File: src/rtl/csa_multiword_sequencer.sv
// Multi-precision adder: sequences an 8-bit conditional-sum adder over WORDS bytes, LSB first.
// Optional macro SUB_EN adds a sub port for two's-complement subtraction.
module conditional_sum_adder (
  input  logic [7:0] x,
  input  logic [7:0] y,
  input  logic       ci,
  output logic [7:0] s,
  output logic       co
);
  logic [4:0] lo;
  logic [4:0] hi0;
  logic [4:0] hi1;

  // Both upper-nibble sums are formed in parallel; the low carry picks one.
  assign lo  = {1'b0, x[3:0]} + {1'b0, y[3:0]} + {4'b0, ci};
  assign hi0 = {1'b0, x[7:4]} + {1'b0, y[7:4]};
  assign hi1 = {1'b0, x[7:4]} + {1'b0, y[7:4]} + 5'd1;

  always_comb begin
    s  = {hi0[3:0], lo[3:0]};
    co = hi0[4];
    if (lo[4]) begin
      s  = {hi1[3:0], lo[3:0]};
      co = hi1[4];
    end
  end
endmodule

module csa_multiword_sequencer #(
  parameter int WORDS = 4
) (
  input  logic                 clk,
  input  logic                 rst_n,
  input  logic                 start,
  input  logic [8*WORDS-1:0]   op_a,
  input  logic [8*WORDS-1:0]   op_b,
  input  logic                 cin,
`ifdef SUB_EN
  input  logic                 sub,
`endif
  output logic                 busy,
  output logic                 done,
  output logic [8*WORDS-1:0]   result,
  output logic                 cout
);
  localparam int W = 8 * WORDS;
  localparam logic [7:0] LAST = 8'(WORDS - 1);

  typedef enum logic [1:0] {
    IDLE = 2'd0,
    RUN  = 2'd1,
    FIN  = 2'd2
  } state_t;

  state_t state;
  state_t state_nxt;

  logic [W-1:0] a_sh;
  logic [W-1:0] b_sh;
  logic [W-1:0] a_nxt;
  logic [W-1:0] b_nxt;
  logic [W-1:0] res_nxt;
  logic         carry_reg;
  logic [7:0]   cnt;
  logic [7:0]   sum;
  logic         sum_co;
  logic [W-1:0] b_cap;
  logic         c_cap;
  logic         last;

  conditional_sum_adder u_add (
    .x  (a_sh[7:0]),
    .y  (b_sh[7:0]),
    .ci (carry_reg),
    .s  (sum),
    .co (sum_co)
  );

  generate
    if (WORDS == 1) begin : g_one
      assign a_nxt   = '0;
      assign b_nxt   = '0;
      assign res_nxt = sum;
    end else begin : g_multi
      assign a_nxt   = {8'h00, a_sh[W-1:8]};
      assign b_nxt   = {8'h00, b_sh[W-1:8]};
      assign res_nxt = {sum, result[W-1:8]};
    end
  endgenerate

`ifdef SUB_EN
  assign b_cap = sub ? ~op_b : op_b;
  assign c_cap = sub ? 1'b1 : cin;
`else
  assign b_cap = op_b;
  assign c_cap = cin;
`endif

  assign last = (cnt == LAST);

  always_comb begin
    state_nxt = state;
    unique case (state)
      IDLE:    if (start) state_nxt = RUN;
      RUN:     if (last) state_nxt = FIN;
      FIN:     state_nxt = IDLE;
      default: state_nxt = IDLE;
    endcase
  end

  assign busy = (state != IDLE);
  assign done = (state == FIN);

  always_ff @(posedge clk or negedge rst_n) begin
    if (!rst_n) begin
      state <= IDLE;
    end else begin
      state <= state_nxt;
    end
  end

  always_ff @(posedge clk or negedge rst_n) begin
    if (!rst_n) begin
      a_sh      <= '0;
      b_sh      <= '0;
      carry_reg <= 1'b0;
      cnt       <= '0;
      result    <= '0;
      cout      <= 1'b0;
    end else begin
      unique case (state)
        IDLE: begin
          if (start) begin
            a_sh      <= op_a;
            b_sh      <= b_cap;
            carry_reg <= c_cap;
            cnt       <= '0;
          end
        end
        RUN: begin
          result    <= res_nxt;
          a_sh      <= a_nxt;
          b_sh      <= b_nxt;
          carry_reg <= sum_co;
          cnt       <= cnt + 8'd1;
          if (last) cout <= sum_co;
        end
        default: ;
      endcase
    end
  end
endmodule

File: config.mk
export PLATFORM = sky130hd
export DESIGN_NAME = csa_multiword_sequencer
export DESIGN_NICKNAME = d
export VERILOG_FILES = /design/src/rtl/csa_multiword_sequencer.sv
export SDC_FILE = /design/constraint.sdc
export NUM_CORES = 1
export LEC_CHECK = 0
export ABC_CLOCK_PERIOD_IN_PS = 5600
export CORE_MARGIN = 2
export CORE_UTILIZATION = 42
export CTS_CLUSTER_SIZE = 10
export DETAILED_ROUTE_END_ITERATION = 8
export PLACE_DENSITY = 0.69
export SLEW_MARGIN = 20
export SYNTH_ARGS = -nofsm -noshare
export SYNTH_HDL_FRONTEND = slang
export SYNTH_SLANG_ARGS = --single-unit
File: constraint.sdc
create_clock -name clk -period 5.6 [get_ports clk]
set_input_delay 1.12 -clock clk [delete_from_list [all_inputs] [get_ports clk]]
set_output_delay 1.12 -clock clk [all_outputs]
set_load 0.01 [all_outputs]
### Word-level counts from Yosys, hierarchy flattened

Index checks and enable logic that the tools add are counted.
W data, S select, Z words.

| cells by class | value |
|---|---|
| equal/unequal tests | 5 |
| $add $sub $neg | 5 |
| muxes and demuxes | 13 |
| reductions and logical operators | 6 |

Operator list:

| kind | count |
|---|---|
| $pmux W32 S2 | 2 |
| $mux W32 | 2 |
| $mux W8 | 2 |
| $pmux W8 S2 | 1 |
| $add A4 B4 Y5 | 2 |
| $add A8 B1 Y8 const B | 1 |
| $eq A8 B2 Y1 const B | 1 |
| $reduce_and A2 Y1 | 3 |
| $add A5 B1 Y5 | 1 |
| $add A5 B1 Y5 const B | 1 |
| $mux W2 | 2 |
| $ne A2 B2 Y1 const B | 2 |
| $pmux W2 S2 | 1 |
| $reduce_bool A2 Y1 | 2 |
| $eq A2 B1 Y1 const B | 1 |
| $eq A2 B2 Y1 const B | 1 |
| $logic_not A2 Y1 | 1 |
| $mux W1 | 2 |
| $pmux W1 S2 | 1 |

| storage, ports and cells | value |
|---|---|
| word-level logic and storage cells | 36 |
| register bits after elaboration | 108 |
| input port bits | 68 |

### Logic depth before layout (Yosys ltp)

| logic depth | value |
|---|---|
| depth in word-level cells | 4 |
| mapped depth | 9 |
| depth with buffers taken out | 9 |

### By module

A second synthesis with hierarchy kept.

| second synthesis, totals | value |
|---|---|
| cell total of the unflattened synthesis | 509 |
| area total of the unflattened synthesis | 4,976.0 um^2 |

Modules (own cells, without submodules):

| module | area an instance (um^2) | instances | sequential area each (um^2) | cells an instance |
|---|---|---|---|---|
| csa_multiword_sequencer | 4,594.4 | 1 | 2,702.6 | 462 |
| conditional_sum_adder | 381.6 | 1 | 0.0 | 47 |

### Worst setup path after synthesis

OpenSTA, ideal clock, no wires.

| timing path | value |
|---|---|
| path type | reg2out |
| start | register state[0] |
| end | output port busy |
| cell stages (with the launch flop) | 4 |
| slack | 3.436 ns |
| path buffers | 2 |
| data arrival time | 1.044 ns |
| cells stage by stage | dfrtp_1 clkbuf_1 buf_1 or2_2 |

| on the way | value |
|---|---|
| word-level cells in the longest chain between the ends | 1 |

Ends and longest elaborated chain:

| item | line | source |
|---|---|---|
| start, declared | 55 | `state_t state;` |
| start signal, assigned | 118 | `state <= state_nxt;` |
| $reduce_bool A2 Y1 | 111 | `assign busy = (state != IDLE);` |
| end, declared | 41 | `output logic busy,` |

Every way passes these cells.

### Worst setup path after layout

| timing path | value |
|---|---|
| start | register state[1] |
| end | output port done |

| on the way | value |
|---|---|
| word-level cells in the longest chain between the ends | 1 |

Ends and longest elaborated chain:

| item | line | source |
|---|---|---|
| $eq A2 B2 Y1 | 112 | `assign done = (state == FIN);` |
| end, declared | 42 | `output logic done,` |

Every way passes these cells.

==> flow_summary.toml <==
[worst_setup_path]
critPathCaptureType = "primary output"
path_max_fanout = 56
crit_path_start_kind = "flip-flop"
cp.required_ns = 4.48
crit_type = "flip-flop to primary output"
cp_data_arrival_time_ns = 1.95

[global_route]
grt_usage = 0.199
antenna_found_initial = 0
grt_max_degree = 62
grt_remaining_overflow = 0
grt_pass1_vias = 4140
grt_pass1_wl_um = 20700

[logic_synthesis]
synthMuxAreaShare = 0.00491
synth_ff_type = "dfrtp_1"
synth_compound_gate_area_share = 0.228
ys_ff_latch = 108
synth_adder_area_share = 0.0339
netlist_area_um2 = 5100
yosysSeqAreaShare = 0.530
synth_xor_xnor_area_share = 0.0118
syn_avg_cell_area_um2 = 9.71
async_flop_share = 1.00
synth-edff-count = 0
syn-num-nets = 605
yosysWarnings = 0
yosys.area_share.simple = 0.158
postSynthCellCount = 525
synth_top_family_by_area = "compound AO/OA/AOI/OAI gates"
synthDistinctLibCells = 36

[clocking]
cts_buffer_depth = 2
cts_root_buf = "clkbuf_16"
numCtsBuffers = 9
post-cts-setup-buffers = 0
clock_sinks = 108
clk_pin_slew_ns = 0.07
cts_tree = "done"
ctsHoldBuffers = 0
clock_latency_ns = 0.35
htree_levels = 3
ctsResizeCount = 0

[sta]
period_minus_slack_ns = 3.07
fin_worst_skew_ns = 0.00497
slew_headroom = 0.393
setup_tns_ns = 0
worst_slack_ns = 2.53
worstMarginPinSlew_ns = 0.908
fmax_mhz = 326
hold_viol = 0
drv_slew = 0
rsz0062_at_grt = "no"
fin_crit_sh = 0.548
final-setup-viol-count = 0

[route]
remaining_drc_errors = 0
wirelength_um = 12800
viasPerCell = 5.57
first_pass_iters = 4
wl_per_cell_um = 16.8
vias = 4236
initialDrtViolationCount = 301
antenna_left = 0

[layout]
regArea_um2 = 2700
top_regs = "a_sh: 32 flops, b_sh: 32 flops, result: 32 flops"
syn_to_final_growth_pct = 27.7
multi_input_area_um2 = 2240
n_antenna_cell = 0
drive_gt1_frac = 0.0587
nFillCells = 1077
final_cell_count_no_fill = 760
layout.nets = 688

[placed_design]
dp_cells = 744
dpl_worst_slack_ns = 2.33
gp_congestion = 0.792
port_buffers = 102
place_hpwl_um = 8420

[pwr]
ir_worst_vdd_v = 0.000207
power_density_nw_per_um2 = 461
p_leak_uw = 0.00288

[die]
die_x_um = 114
dieArea_um2 = 13000
ios = 103
rows = 40
coreArea_um2 = 11900
initial_core_util = 0.428
die_h_um = 114

[hold_path]
hold_class = "flip-flop to flip-flop"

[flow_run]
cap_violations = 0

[status]
status = "finished clean"
cells by family after synthesis:
group / count (synthesis)
adder cells (fa/ha/maj): 12
AO/OA/AOI/OAI: 189
XOR/XNOR: 6
flip-flops: 108
multiplexers: 2
buffers and inverters: 43
AND/OR/NAND/NOR: 165
report_power, final:
part / switching (uW) / total [uW] / internal, uW / leakage [uW]
Clock: 277 / 622 / 345 / 0.000139
Combinational: 647 / 1160 / 510 / 0.00129
Sequential: 200 / 1220 / 1020 / 0.00145
Total: 1120 / 3000 / 1880 / 0.00288
worst paths after layout:
check	from	end	slack (ns)	cells past startpoint
max in group asynchronous	rst_n	b_sh[12]	3.67	2
worst max-delay path	state[1]	done	2.53	3
min in group asynchronous	rst_n	cnt[4]	0.84	1
worst max register to register	state[0]	a_sh[5]	3.00	5
worst min register to register	result[3]	result[3]	0.47	2
worst min-delay path	result[3]	result[3]	0.47	2
per-layer routing:
metal,up-vias,track usage,share of wire
li1,2017,-,-
met1,2053,0.274,0.45
met2,150,0.316,0.47
met3,16,0.0513,0.060
met4,0,0.0520,0.017
met5,-,0,0
worst max-delay path: stages, from the launching register on:
cell and delay (ns):
dfrtp_2 0.34, buf_4 0.50, nor2b_1 0.20, clkdlybuf4s50_1 0.54
through the flow:
| step | utilization | power, uW | area (um2) | hold WS [ns] |
|---|---|---|---|---|
| 5_1_grt | 0.546 | 3210 | 6510 | 0.500 |
| 3_5_place_dp | 0.522 | 2390 | 6220 | 0.463 |
| 4_1_cts | 0.546 | 3010 | 6500 | 0.473 |
| 3_3_place_gp | 0.522 | 2330 | 6220 | 0.454 |
| 6_report | 0.546 | 3000 | 6510 | 0.473 |
| 2_1_floorplan | - | 1910 | 5100 | 0.436 |
synthesized netlist by cell type, types with 2 or more instances:
library cell / count / area (um2)
dfrtp_1: 108 / 2700
nand2_1: 88 / 330
o21ai_0: 62 / 310
a21oi_1: 52 / 260
nor2b_1: 49 / 307
a22oi_1: 48 / 360
clkbuf_1: 28 / 105
a22o_1: 17 / 149
ha_1: 9 / 113
buf_2: 7 / 35.0
nand3_1: 7 / 35.0
inv_1: 5 / 18.8
nor2_1: 5 / 18.8
xnor2_1: 4 / 35.0
a21o_1: 3 / 22.5
buf_1: 3 / 11.3
fa_1: 3 / 60.1
nand2b_1: 3 / 18.8
nand4_1: 3 / 18.8
a2bb2oi_1: 2 / 17.5
a31oi_1: 2 / 12.5
and3_1: 2 / 12.5
or2_2: 2 / 12.5
placed cells by master (no fill, tap or decap), drive strengths merged, types with 2 or more instances in the layout:
master         count
dfrtp            108
or2                2
a2bb2oi            2
clkbuf            11
nor2b             49
nand2b             3
a22o              17
ha                 9
nand3              7
nand4              3
nand2             89
a22oi             48
buf               10
nor2               5
xor2               2
a31oi              2
clkdlybuf4s50    100
a21oi             52
fa                 3
clkinv             3
a21o               3
inv                5
xnor2              4
and3               3
o21ai             62
area by class of cell:
class,count,share of cell area
inverters,5,0.00288
well taps,147,0.0283
multi-input cells,374,0.344
clock inverters,5,0.00808
flip-flops and latches,108,0.416
clock buffers,11,0.0358
repair buffers,110,0.165
Note: power is estimated with default switching activity, not from simulation.
